--- src/rtl/pc_fetch_unit.sv ---
// pc_fetch_unit: program counter and instruction fetch stage.
// Fetches one word per instruction over a req/ready handshake, holds it for
// decode, then computes the next PC from the resolved control inputs.
// Ports: clk, rst_n (async, active-low)
//        imem_req/imem_addr/imem_ready/imem_rdata : instruction memory port
//        instr_valid/instr/pc_out/pc_plus4         : to decode
//        stall, branch_taken/branch_offset, jump/jump_index, jr/jr_target
//        misaligned_err : sticky, set by an unaligned jr target
module pc_fetch_unit #(
    parameter logic [31:0] RESET_PC = 32'h0000_0000
) (
    input  logic        clk,
    input  logic        rst_n,
    output logic        imem_req,
    output logic [31:0] imem_addr,
    input  logic        imem_ready,
    input  logic [31:0] imem_rdata,
    output logic        instr_valid,
    output logic [31:0] instr,
    output logic [31:0] pc_out,
    output logic [31:0] pc_plus4,
    input  logic        stall,
    input  logic        branch_taken,
    input  logic [31:0] branch_offset,
    input  logic        jump,
    input  logic [25:0] jump_index,
    input  logic        jr,
    input  logic [31:0] jr_target,
    output logic        misaligned_err
);

    typedef enum logic [1:0] {
        BOOT  = 2'd0,
        FETCH = 2'd1,
        ISSUE = 2'd2,
        HALT  = 2'd3
    } state_t;

    state_t      state;
    state_t      state_nx;
    logic [31:0] pc;
    logic [31:0] pc_nx;
    logic [31:0] instr_q;
    logic [31:0] instr_nx;
    logic        valid_q;
    logic        valid_nx;
    logic        err_q;
    logic        err_nx;
    logic [31:0] br_target;
    logic [31:0] jmp_target;

    assign pc_plus4   = pc + 32'd4;
    // Offset counts words; bits [31:30] fall off the shift and the add wraps.
    assign br_target  = pc_plus4 + {branch_offset[29:0], 2'b00};
    assign jmp_target = {pc_plus4[31:28], jump_index, 2'b00};

    always_ff @(posedge clk or negedge rst_n) begin
        if (!rst_n) begin
            state   <= BOOT;
            pc      <= RESET_PC;
            instr_q <= 32'h0;
            valid_q <= 1'b0;
            err_q   <= 1'b0;
        end else begin
            state   <= state_nx;
            pc      <= pc_nx;
            instr_q <= instr_nx;
            valid_q <= valid_nx;
            err_q   <= err_nx;
        end
    end

    always_comb begin
        state_nx = state;
        pc_nx    = pc;
        instr_nx = instr_q;
        valid_nx = valid_q;
        err_nx   = err_q;
        case (state)
            BOOT: begin
                state_nx = FETCH;
            end
            FETCH: begin
                if (imem_ready) begin
                    instr_nx = imem_rdata;
                    valid_nx = 1'b1;
                    state_nx = ISSUE;
                end
            end
            ISSUE: begin
                if (!stall) begin
                    valid_nx = 1'b0;
                    state_nx = FETCH;
                    if (jr) begin
                        if (jr_target[1:0] != 2'b00) begin
                            err_nx   = 1'b1;
                            state_nx = HALT;
                        end else begin
                            pc_nx = jr_target;
                        end
                    end else if (jump) begin
                        pc_nx = jmp_target;
                    end else if (branch_taken) begin
                        pc_nx = br_target;
                    end else begin
                        pc_nx = pc_plus4;
                    end
                end
            end
            HALT: begin
                valid_nx = 1'b0;
            end
            default: begin
                state_nx = BOOT;
            end
        endcase
    end

    assign imem_req       = (state == FETCH);
    assign imem_addr      = pc;
    assign pc_out         = pc;
    assign instr          = instr_q;
    assign instr_valid    = valid_q;
    assign misaligned_err = err_q;

endmodule

--- config.mk ---
export PLATFORM = sky130hd
export DESIGN_NAME = pc_fetch_unit
export DESIGN_NICKNAME = d
export VERILOG_FILES = /design/src/rtl/pc_fetch_unit.sv
export SDC_FILE = /design/constraint.sdc
export NUM_CORES = 1
export LEC_CHECK = 0
export CAP_MARGIN = 5
export CORE_MARGIN = 2
export CORE_UTILIZATION = 25
export CTS_CLUSTER_DIAMETER = 80
export CTS_CLUSTER_SIZE = 30
export DETAILED_ROUTE_END_ITERATION = 6
export PLACE_DENSITY_LB_ADDON = 0.1
export SETUP_SLACK_MARGIN = 0.02
export SLEW_MARGIN = 20
export SYNTH_ARGS = -nofsm -noshare
export SYNTH_HDL_FRONTEND = slang
export SYNTH_SLANG_ARGS = --single-unit
--- constraint.sdc ---
create_clock -name clk -period 3.3 [get_ports clk]
set_clock_uncertainty 0.1 [all_clocks]
set_input_delay 0.495 -clock clk [delete_from_list [all_inputs] [get_ports clk]]
set_output_delay 0.495 -clock clk [all_outputs]
set_load 0.01 [all_outputs]
# After elaboration in Yosys (flattened, before gate mapping)
# Cells that the tools add are included.
# word_totals
regBits	68
inputBits	129
out_inout_bits	131
word_cells	35
# op_classes
add_sub_neg	2
n_eq_ne	6
muxes	12
n_bitwise	1
n_reduce_logical	9
# op_table
operator	count
32-bit 2-to-1 mux	4
32-bit by 3-bit adder with 32-bit output (second input constant)	1
32-bit adder	1
3-bit AND reduction	3
2-bit 2-to-1 mux	4
2-bit one-hot mux with 3 select lines	1
3-bit nonzero test	2
2-bit equality test (second input constant)	2
2-bit != test (second input constant)	2
4-bit AND reduction	1
1-bit one-hot mux with 3 select lines	1
2-bit by 1-bit equality test with 1-bit output (second input constant)	1
2-bit zero test	1
1-bit 2-to-1 mux	2
2-bit by 1-bit != test with 1-bit output (second input constant)	1
2-bit AND reduction	1
2-bit nonzero test	1
1-bit inverter	1

# Depth between registers and ports, before layout
# depth
depth_word	5
depth_mapped	16
depth_no_buf	16

# Worst setup path before layout
# No wires, ideal clock.
# synth_path
path_type	reg-to-reg
from	register pc[2] (netlist: imem_addr[2])
to	register pc[29] (netlist: imem_addr[29])
setup_ns	0.118
arrival_ns	3.485
required_time_ns	3.082
setup_slack_ns	-0.403
stages_incl_launch_ff	17
n_path_buf	1
synth_period_minus_slack_ns	3.703
path_cell_list	dfrtp_1 ha_1 nand2_1 nor2_1 nand4_1 xnor2_1 ha_1 buf_6 a21oi_1 o21ai_1 or4_1 a22oi_1 o21ai_2 a21o_1 a211oi_2 o31ai_1 a21o_1
# synth_between
elab_chain_cells	5
# synth_rtl
item	line_no	text
start, declared	41	logic [31:0] pc;
start signal, assigned	66	pc <= pc_nx;
32-bit by 3-bit adder with 32-bit output	52	assign pc_plus4 = pc + 32'd4;
net pc_plus4[22]	21	output logic [31:0] pc_plus4,
32-bit adder	54	assign br_target = pc_plus4 + {branch_offset[29:0], 2'b00};
32-bit 2-to-1 mux	103	end else if (branch_taken) begin
32-bit 2-to-1 mux	101	end else if (jump) begin
32-bit 2-to-1 mux	94	if (jr) begin
# The timed path passes the listed nets, and every way through them passes these cells.
# A chain may end at the register's enable or synchronous reset.

# Worst setup path after layout
# layout_path
from	register pc[3] (netlist: imem_addr[3])
to	register pc[31] (netlist: imem_addr[31])
# layout_between
elab_chain_cells	5
# layout_rtl
item	line_no
32-bit by 3-bit adder with 32-bit output (*)	52
32-bit adder	54
32-bit 2-to-1 mux	103
32-bit 2-to-1 mux (*)	101
32-bit 2-to-1 mux (*)	94
# Mark *: on every way between the ends. The rest lies on a longest branch, timed or not.

==> run metrics <==
Seq. cell area=1710 um^2; top_reg_cell synth=dfrtp_1; initial antenna violation count=1; ys async rst share=100%; slowest CP cell=or4_4; Area Overhead vs Synth=80.1%; FMAX=285 MHz; Post-Route Setup TNS=-0.873 ns; Worst R2R End=imem_addr[31]; worst setup margin=-0.213 ns; Synth top area share=29.2%; placed cell area=9560 um^2; Final Hold Vio Count=0; Worst path top cell family by delay=compound AO/OA/AOI/OAI gates; Tot GR Track Use=19.1%; vias in the first global route=6,442; final core occ=46.0%; most frequent cells in the layout=251 x clkdlybuf4s50_1, 153 x buf_4, 61 x dfrtp_1; Die W=157 um; violated checks=setup timing; vias per inst=4.68; Final setup viols=10; Static Leakage=4.47 nW; share of layout cells above drive strength 1=29.9%; Starting Density=25.6%; fin crit share=106%; footprint of the multi-input gates=4230 um^2; io pins=260; CTS tree=done; CP required=3.42 ns; Buf/Inv on CP=1; Yosys warning total=0; Die Span Y=157 um; clock latency on the worst-skew pair=0.35 ns; Rows=55; Seq/Total Area, Yosys=29.2%; actual slew at the worst max-slew pin=0.768 ns; EDFF count, synth=0; cell taking the most area after synthesis=dfrtp_1; largest net degree at the start of global routing=55; via count=6,333; Peak supply drop=0.362 mV; syn_nets=846; commonest non-fill, non-tap cell in the layout=clkdlybuf4s50_1; Residual DRC=0; routed len/inst=17.8 um; drt pass-1 iters=6; nets@finish=1,207; fin. max-slew vios=0; clk sinks=68; Finished Cell Area=10,500 um^2; critical path peak fanout=4; maximum level of the CTS H-tree=3; Num CTS Buffers=9; WL final=24,000 um; register clock-pin slew on the reported worst setup and hold paths=0.07 ns; max-cap check violation count=0; CP startpoint=imem_addr[3]; first-pass GRT wire length=35,600 um; reg-to-reg setup timing slack=-0.21 ns; crit path DAT=3.64 ns; FF-to-FF path depth=16; Min-Delay Path Class=input pin to asynchronous set/reset pin; Worst slew margin=48.8%; gpl congestion=0.815; core area=22,800 um^2; cts hold-fix bufs=0; # diodes=0; critical path startpoint category=flop; final antenna-violating net count=0; # port buffers=257; Synth area leaders=dfrtp_1 29%, ha_1 9.0%, mux2_2 6.2%; die area=24,500 um^2; Worst setup EP type=flop; syn avg cell area=8.64 um^2; synth unique cells=69; WS Path Type=flop to flop; DR iter-0 viols=277; CP peak stage delay=0.42 ns; grt total ovfl=0; worst r2r src=imem_addr[3]; worst slack, placed=-0.340 ns; crit path cell chain=ha_2, nand2_2, nor2_4, buf_12, nand4_1, xnor2_2, ha_1, a21oi_2, o21ai_2, or4_4, a22oi_2, o21ai_4, a21o_1, a211oi_2, mux2i_1, nand3_1; synthesized cell area=5820 um^2; PD cells=886 nW/um^2; Synth Register Bits=68; Clock Path Buffers=2; Final HPWL DP=18,500 um; RSZ-0062 raised after global routing=yes; Post-Syn Instances=674; Filler cells=2,272; post-layout minimum cycle time=3.51 ns; outcome=finished, violations left; clk root buf=clkbuf_16
## worst max path at each step
stage,endpoint,cells after the start
2_1_floorplan,imem_addr[29],16
3_3_place_gp,imem_addr[27],15
3_5_place_dp,imem_addr[27],15
4_1_cts,imem_addr[29],15
5_1_grt,imem_addr[31],16
6_report,imem_addr[31],16
## worst register-to-register path, stage by stage (launching register included)
cell and delay [ns]:
dfrtp_1 0.39, ha_2 0.21, nand2_2 0.08, nor2_4 0.14
buf_12 0.13, nand4_1 0.15, xnor2_2 0.19, ha_1 0.31
a21oi_2 0.14, o21ai_2 0.07, or4_4 0.42, a22oi_2 0.24
o21ai_4 0.12, a21o_1 0.20, a211oi_2 0.20, mux2i_1 0.21
nand3_1 0.08
## report_power, final
part / internal [mW] / switching [mW] / leakage, nW
sequential: 1.24 / 0.303 / 0.816
clock: 0.599 / 0.464 / 0.147
combinational: 3.74 / 2.94 / 3.51
## through the flow
step / total power, mW / hold slack (ns) / instances
2_1_floorplan: 4.58 / 0.0994 / 674
3_3_place_gp: 7.68 / 0.362 / 1321
3_5_place_dp: 7.66 / 0.364 / 1321
4_1_cts: 8.88 / 0.141 / 1341
5_1_grt: 9.95 / 0.169 / 1353
6_report: 9.28 / 0.108 / 1353
## state kept, by name, indices dropped and copies added (netlist names)
| register | cells |
|---|---|
| instr | 32 |
| instr_valid | 1 |
| misaligned_err | 1 |
| state | 2 |
| imem_addr | 32 |
## cells by family after synthesis
family,Yosys count,synth area share [%]
DFF,68,29.2
xor gates and xnor gates,45,6.90
muxes,43,8.08
and+or+nand+nor,206,17.2
buffers and inverters,79,7.63
AOI/OAI and AO/OA,190,21.6
adders and majority gates,43,9.37
## timing repair
| item | in CTS | in global routing |
|---|---|---|
| endpoints found under the hold margin | 0 | 0 |
| pin swaps | 5 | 41 |
| endpoints found under the setup margin | 27 | 26 |
| buffers inserted | 4 | 13 |
| resized for setup | 25 | 80 |
## layer usage
layer	track usage [%]	share of wire [%]	vias up
li1	-	-	3138
met1	25.1	44	2986
met2	32.3	49	183
met3	4.02	6.2	24
met4	4.28	1.3	2
met5	0	0.067	-
## synthesized netlist by cell type, drive strengths merged, types with 5 or more instances
master and count:
dfrtp 68, nand2 62, nor2 60, buf 49, a21oi 47, ha 42
o21ai 42, mux2 32, xnor2 30, nand3 26, clkbuf 16, xor2 15
a211oi 14, a21o 14, inv 13, and3 12, mux2i 11, o21a 11
nor3 9, a31oi 7, nand4 7, o211ai 7, o22ai 7, and4 6
o31ai 6, a221oi 5, o21bai 5
## layout make-up
cell class | count | share of cell area, %
multi-input cells | 527 | 40.3
well taps | 313 | 3.74
clock inverters | 7 | 0.776
clock buffers | 9 | 2.15
flip-flops and latches | 68 | 16.3
inverters | 14 | 0.501
repair buffers | 415 | 36.2
Note: power is estimated with default switching activity, not from simulation.
